### src/rtl/fifo_wptr_full_pkg.sv
// fifo_pkg: pointer helpers shared by the write-side and read-side FIFO blocks.
//   ptr_width(addr_width) : pointer width, one wrap bit above the RAM address
//   bin2grey / grey2bin   : Gray conversions on a 32-bit word; callers cast to
//                           their own pointer width (leading zeros are harmless
//                           in both directions)
package fifo_pkg;

  localparam int GREY_FN_WIDTH = 32;

  typedef logic [GREY_FN_WIDTH-1:0] grey_word_t;

  function automatic int ptr_width(input int addr_width);
    return addr_width + 1;
  endfunction

  function automatic grey_word_t bin2grey(input grey_word_t b);
    return b ^ (b >> 1);
  endfunction

  function automatic grey_word_t grey2bin(input grey_word_t g);
    grey_word_t b;
    b[GREY_FN_WIDTH-1] = g[GREY_FN_WIDTH-1];
    for (int i = GREY_FN_WIDTH - 2; i >= 0; i--) begin
      b[i] = b[i+1] ^ g[i];
    end
    return b;
  endfunction

endpackage

### src/rtl/fifo_wptr_full_if.sv
// fifo_wptr_full_if: write-side FIFO bus.
//   master : write requester; drives WR_EN and the (foreign-clock) read pointer
//   slave  : fifo_wptr_full; returns RAM address, Gray pointer, ack and flags
interface fifo_wptr_full_if
  import fifo_pkg::*;
#(
  parameter int ADDR_WIDTH = 4
);
  localparam int PW = ptr_width(ADDR_WIDTH);

  logic                  WR_EN;
  logic [PW-1:0]         RD_PTR_GREY;
  logic [ADDR_WIDTH-1:0] WR_ADDR;
  logic [PW-1:0]         WR_PTR_GREY;
  logic                  WR_ACK;
  logic                  FULL;
  logic                  ALMOST_FULL;
  logic [PW-1:0]         WR_COUNT;
  logic                  OVERFLOW;

  modport master (
    output WR_EN, RD_PTR_GREY,
    input  WR_ADDR, WR_PTR_GREY, WR_ACK, FULL, ALMOST_FULL, WR_COUNT, OVERFLOW
  );

  modport slave (
    input  WR_EN, RD_PTR_GREY,
    output WR_ADDR, WR_PTR_GREY, WR_ACK, FULL, ALMOST_FULL, WR_COUNT, OVERFLOW
  );

endinterface

### src/rtl/fifo_wptr_full_sync_ff.sv
// sync_ff: plain flop chain for bringing a Gray pointer into CLK's domain.
//   CLK, RST_N : destination clock, async active-low reset
//   d          : asynchronous input word
//   q          : output of the last stage; no logic between stages
module sync_ff #(
  parameter int WIDTH  = 1,
  parameter int STAGES = 2
) (
  input  logic             CLK,
  input  logic             RST_N,
  input  logic [WIDTH-1:0] d,
  output logic [WIDTH-1:0] q
);

  logic [WIDTH-1:0] stage_q [STAGES];

  always_ff @(posedge CLK or negedge RST_N) begin
    if (!RST_N) begin
      for (int i = 0; i < STAGES; i++) stage_q[i] <= '0;
    end else begin
      stage_q[0] <= d;
      for (int i = 1; i < STAGES; i++) stage_q[i] <= stage_q[i-1];
    end
  end

  assign q = stage_q[STAGES-1];

endmodule

### src/rtl/fifo_wptr_full.sv
// fifo_wptr_full: write-pointer and full-flag logic of an async FIFO.
//   CLK, RST_N : write clock, async active-low reset
//   bus        : fifo_wptr_full_if.slave
//     WR_EN in, RD_PTR_GREY in (other domain), WR_ADDR / WR_PTR_GREY out,
//     WR_ACK (combinational), FULL / ALMOST_FULL / WR_COUNT / OVERFLOW (registered)
module fifo_wptr_full
  import fifo_pkg::*;
#(
  parameter int ADDR_WIDTH   = 4,
  parameter int SYNC_STAGES  = 2,
  parameter int AFULL_THRESH = 2**ADDR_WIDTH - 2
) (
  input  logic             CLK,
  input  logic             RST_N,
  fifo_wptr_full_if.slave  bus
);

  localparam int PW = ptr_width(ADDR_WIDTH);
  // Full when the write Gray pointer equals the read Gray pointer with its top
  // two bits inverted, i.e. XOR of the two is exactly this mask.
  localparam logic [PW-1:0] FULL_MASK = PW'(3) << (ADDR_WIDTH - 1);
  localparam logic [PW-1:0] AFULL_T   = PW'(AFULL_THRESH);

  logic [PW-1:0] wbin, wbin_next, wgrey_next;
  logic [PW-1:0] rgrey_s, rbin_s, count_next;
  logic [PW-1:0] wgrey_q, count_q;
  logic          full_q, afull_q, ovf_q;
  logic          wr_ack, full_next;

  sync_ff #(
    .WIDTH  (PW),
    .STAGES (SYNC_STAGES)
  ) u_rptr_sync (
    .CLK   (CLK),
    .RST_N (RST_N),
    .d     (bus.RD_PTR_GREY),
    .q     (rgrey_s)
  );

  // RST_N term keeps the ack low while the flops are held in reset.
  assign wr_ack     = bus.WR_EN & ~full_q & RST_N;
  assign wbin_next  = wbin + PW'(wr_ack);
  assign wgrey_next = PW'(bin2grey(32'(wbin_next)));
  assign rbin_s     = PW'(grey2bin(32'(rgrey_s)));
  assign count_next = wbin_next - rbin_s;
  assign full_next  = (wgrey_next ^ rgrey_s) == FULL_MASK;

  always_ff @(posedge CLK or negedge RST_N) begin
    if (!RST_N) begin
      wbin    <= '0;
      wgrey_q <= '0;
      count_q <= '0;
      full_q  <= 1'b0;
      afull_q <= 1'b0;
      ovf_q   <= 1'b0;
    end else begin
      wbin    <= wbin_next;
      wgrey_q <= wgrey_next;
      count_q <= count_next;
      full_q  <= full_next;
      // OR in full so the flag ordering holds even for thresholds above depth.
      afull_q <= full_next | (count_next >= AFULL_T);
      ovf_q   <= bus.WR_EN & full_q;
    end
  end

  assign bus.WR_ADDR     = wbin[ADDR_WIDTH-1:0];
  assign bus.WR_PTR_GREY = wgrey_q;
  assign bus.WR_ACK      = wr_ack;
  assign bus.FULL        = full_q;
  assign bus.ALMOST_FULL = afull_q;
  assign bus.WR_COUNT    = count_q;
  assign bus.OVERFLOW    = ovf_q;

endmodule

### src/flat_wrapper.sv
// flat-port wrapper written by rule: the top's interface ports become plain ports
module fifo_wptr_full_flat import fifo_pkg::*;
#(
  parameter int ADDR_WIDTH   = 4,
  parameter int SYNC_STAGES  = 2,
  parameter int AFULL_THRESH = 2**ADDR_WIDTH - 2
)
  (CLK, RST_N, bus_WR_EN, bus_RD_PTR_GREY, bus_WR_ADDR, bus_WR_PTR_GREY, bus_WR_ACK, bus_FULL, bus_ALMOST_FULL, bus_WR_COUNT, bus_OVERFLOW);
  fifo_wptr_full_if #(.ADDR_WIDTH(ADDR_WIDTH)) bus_i ();
  input  logic CLK;
  input  logic RST_N;
  input wire logic [$bits(bus_i.WR_EN)-1:0] bus_WR_EN;
  input wire logic [$bits(bus_i.RD_PTR_GREY)-1:0] bus_RD_PTR_GREY;
  output wire logic [$bits(bus_i.WR_ADDR)-1:0] bus_WR_ADDR;
  output wire logic [$bits(bus_i.WR_PTR_GREY)-1:0] bus_WR_PTR_GREY;
  output wire logic [$bits(bus_i.WR_ACK)-1:0] bus_WR_ACK;
  output wire logic [$bits(bus_i.FULL)-1:0] bus_FULL;
  output wire logic [$bits(bus_i.ALMOST_FULL)-1:0] bus_ALMOST_FULL;
  output wire logic [$bits(bus_i.WR_COUNT)-1:0] bus_WR_COUNT;
  output wire logic [$bits(bus_i.OVERFLOW)-1:0] bus_OVERFLOW;
  assign bus_i.WR_EN = bus_WR_EN;
  assign bus_i.RD_PTR_GREY = bus_RD_PTR_GREY;
  assign bus_WR_ADDR = bus_i.WR_ADDR;
  assign bus_WR_PTR_GREY = bus_i.WR_PTR_GREY;
  assign bus_WR_ACK = bus_i.WR_ACK;
  assign bus_FULL = bus_i.FULL;
  assign bus_ALMOST_FULL = bus_i.ALMOST_FULL;
  assign bus_WR_COUNT = bus_i.WR_COUNT;
  assign bus_OVERFLOW = bus_i.OVERFLOW;
  fifo_wptr_full #(.ADDR_WIDTH(ADDR_WIDTH), .SYNC_STAGES(SYNC_STAGES), .AFULL_THRESH(AFULL_THRESH)) u_core (.CLK(CLK), .RST_N(RST_N), .bus(bus_i));
endmodule
### config.mk
export PLATFORM = sky130hd
export DESIGN_NAME = fifo_wptr_full_flat
export DESIGN_NICKNAME = d
export VERILOG_FILES = /design/src/rtl/fifo_wptr_full_pkg.sv /design/src/rtl/fifo_wptr_full_if.sv /design/src/rtl/fifo_wptr_full_sync_ff.sv /design/src/rtl/fifo_wptr_full.sv /design/src/flat_wrapper.sv
export SDC_FILE = /design/constraint.sdc
export NUM_CORES = 1
export LEC_CHECK = 0
export CORE_AREA = 10 10 71 73
export DETAILED_ROUTE_END_ITERATION = 10
export DIE_AREA = 0 0 81 83
export SLEW_MARGIN = 20
export SYNTH_ARGS = -nofsm -noshare
export SYNTH_HDL_FRONTEND = slang
export SYNTH_SLANG_ARGS = --single-unit
### constraint.sdc
create_clock -name CLK -period 3 [get_ports CLK]
set_input_delay 0.45 -clock CLK [delete_from_list [all_inputs] [get_ports CLK]]
set_output_delay 0.45 -clock CLK [all_outputs]
set_load 0.03 [all_outputs]
==> out/qor.yml <==
drt_drc_violations_left: 0
postLayoutSetupSlackWorst_ns: 0.307
pre_cts_slack_ns: 0.000800
syn_nets: 106
cp_top_family: "adder cells"
netlist_area_mm2: 0.00119
fin_area_mm2: 0.00158
ys.flop_type: "dfrtp_1"
cts_tree: "yes"
synthAdderAreaFrac_pct: 9.01
crit_type: "input pin to flop"
vias_per_cell: 4.20
path_buf_inv: 1
final_common_cell: "dfrtp_1"
cts_hold_buf: 0
grt_pass1_vias: 797
period_minus_slack_ns: 2.69
max_stage_delay_ns: 0.42
synth_compound_area_share_pct: 4.19
grt-ovfl-total: 0
worst_skew_pair.late_latency_ns: 0.27
run_status: "finished clean"
synth_enable_flop_cells: 0
clk_path_buf_depth: 2
rsz0062_at_grt: "false"
fmax_ghz: 0.371
port_buffers: 25
num_vias: 719
synthCells: 90
ys_seq_area_share_pct: 56.5
initial_core_util_pct: 32.9
dpl_cell_area_mm2: 0.00153
p_leak_uw: 0.000705
clkSlewWorstSetupHoldPaths_ns: 0.08
finalSetupTns_ns: 0
post_drt_wl_per_cell_um: 12.2
cp-endpoint: "u_core.bus.ALMOST_FULL"
grt_start_max_net_pins: 28
final-hold-violation-count: 0
synthSimpleGateAreaFrac_pct: 7.23
relSlewSlack_pct: 72.6
synth_async_sr_flop_share_pct: 100
diodes: 0
critical_path.cell_chain: "clkdlybuf4s50_1 > and3b_1 > ha_1 > ha_1 > xor2_2 > ha_1 > nor2b_1 > o21ai_0 > nand2b_1 > xnor2_1 > o221ai_1"
fillCellCount: 353
drive_gt1_share_pct: 9.76
power_uw: 1860
num-nets-final: 140
wirelength_um: 2080
grt_use_met2_pct: 10.6
r2r_slack_ns: 0.33
post_cts_buffers: 0
syn_to_final_growth_pct: 32.0
drv_cap: 0
hold_path.class: "flop to flop"
root_buffer: "clkbuf_8"
yosysTopAreaCell: "dfrtp_1"
grt_busiest_layer: "met2"
worst_ep_required_time_ns: 3.13
cp.arrival_ns: 2.83
antenna_found_initial: 0
ys_warn_count: 0
vdd_drop_max_v: 0.000294
worstSetupStartpointType: "input pin"
synth_cell_types: 24
worst_setup_path_end_kind: "flop"
power_density_mw_per_mm2: 1180
rr_endpoint: "u_core.bus.ALMOST_FULL"
postCtsResizedCells: 0
synth_top_family_by_area: "XOR/XNOR gates"
yosys-top-cells-area: "dfrtp_1, xnor2_1, ha_1"
first_pass_iters: 4
die_area_mm2: 0.00672
slowest_stage: "clkdlybuf4s50_1"
grt_usage_pct: 6.61
min_period_over_period_pct: 89.8
skew_ns: 0.00126
regArea_um2: 676
use_met3_pct: 2.80
hold_ws_ns: 0.357
synth_top_area_share_pct: 56.5
layout_common_cells: "dfrtp_1, clkdlybuf4s50_1, xnor2_1, xor2_1"
cts_buffers: 3
cts.sinks: 27
synth_xor_area_share_pct: 20.2
startpoint: "RST_N"
grtUsageMet1_pct: 7.40
setup_viol: 0
avgSynthCellArea_um2: 13.3
reg2regPathDepth: 11
die_h_um: 83
crit_path_max_fanout: 3
multi_input_area_um2: 485
synth_mux_area_share_pct: 0
gp_congestion: 0.783
path_common_cell: "ha_1"
grt_pass1_wl_um: 3560
boundaryPins: 26
ant_nets: 0
rr_startpoint: "u_core.u_rptr_sync.q[4]"
synth-seq-cells: 27
slew_viol_final: 0
rows: 22
drtIter0Drc: 78
die_width_um: 81
coreArea_mm2: 0.00363
hpwlAfterDp_um: 1680
htree_levels: 1
cp.depth: 11
tightest_slew_ns: 0.408
-- cells in the mapped netlist (2+ instances only) --
master	count
nand3b_1	2
xnor2_1	14
xor2_2	2
xor2_1	8
dfrtp_1	27
nor2_1	2
inv_1	7
nand3_1	2
nand2_1	2
nor2b_1	2
nand2b_1	2
o21ai_0	2
ha_1	7
-- per-stage QoR --
stage / cells / utilization [%]
final: 171 / 43.4
after global routing: 171 / 43.4
after CTS: 171 / 43.4
after detailed placement: 167 / 42.2
after global placement: 167 / 42.2
after floorplan: 90 / -
-- where the power goes --
group          total [µW]  switching, µW  internal (µW)
Combinational        1090            593            495
Sequential            574           84.7            489
Clock                 199            104           95.1
Total                1860            782           1080
-- metal layers --
layer / part of all wire, % / routed length (µm) / up-vias
met1: 42 / 870 / 341
met4: 1.8 / 38 / 0
met2: 47 / 988 / 22
met3: 8.9 / 186 / 5
met5: 0 / 0 / -
li1: - / - / 351
-- layout make-up --
class / instances / area share [%]
multi-input combinational: 55 / 30.8
sequential: 27 / 42.8
timing repair buffer: 30 / 18.1
clock buffer: 4 / 2.85
tap: 48 / 3.81
inverter: 7 / 1.67
-- how the worst min path moves through the flow --
stage | start | to | slack, ns | cells past startpoint
after floorplan | RST_N | u_core.bus.ALMOST_FULL | 0.15 | 0
after global placement | u_core.u_rptr_sync.stage_q[5] | u_core.u_rptr_sync.q[0] | 0.33 | 0
after detailed placement | u_core.u_rptr_sync.stage_q[7] | u_core.u_rptr_sync.q[2] | 0.34 | 0
after CTS | u_core.u_rptr_sync.stage_q[7] | u_core.u_rptr_sync.q[2] | 0.36 | 0
after global routing | u_core.u_rptr_sync.stage_q[6] | u_core.u_rptr_sync.q[1] | 0.36 | 0
final | u_core.u_rptr_sync.stage_q[5] | u_core.u_rptr_sync.q[0] | 0.36 | 0
-- flip-flops by register name (all words and copies together) (netlist names) --
signal                      flops
u_core.bus.WR_PTR_GREY          4
u_core.u_rptr_sync.q            5
u_core.bus.WR_COUNT             5
u_core.bus.OVERFLOW             1
u_core.wbin                     5
u_core.bus.ALMOST_FULL          1
u_core.u_rptr_sync.stage_q      5
u_core.bus.FULL                 1
-- logic make-up (layout without fill, tap and decap cells) --
kind of cell	after synthesis	after routing
fa+ha+maj	8	8
buf+inv	8	41
simple gates	15	15
xor+xnor	25	25
compound gates	7	7
flops	27	27
Power figures use the tool's default switching activity.
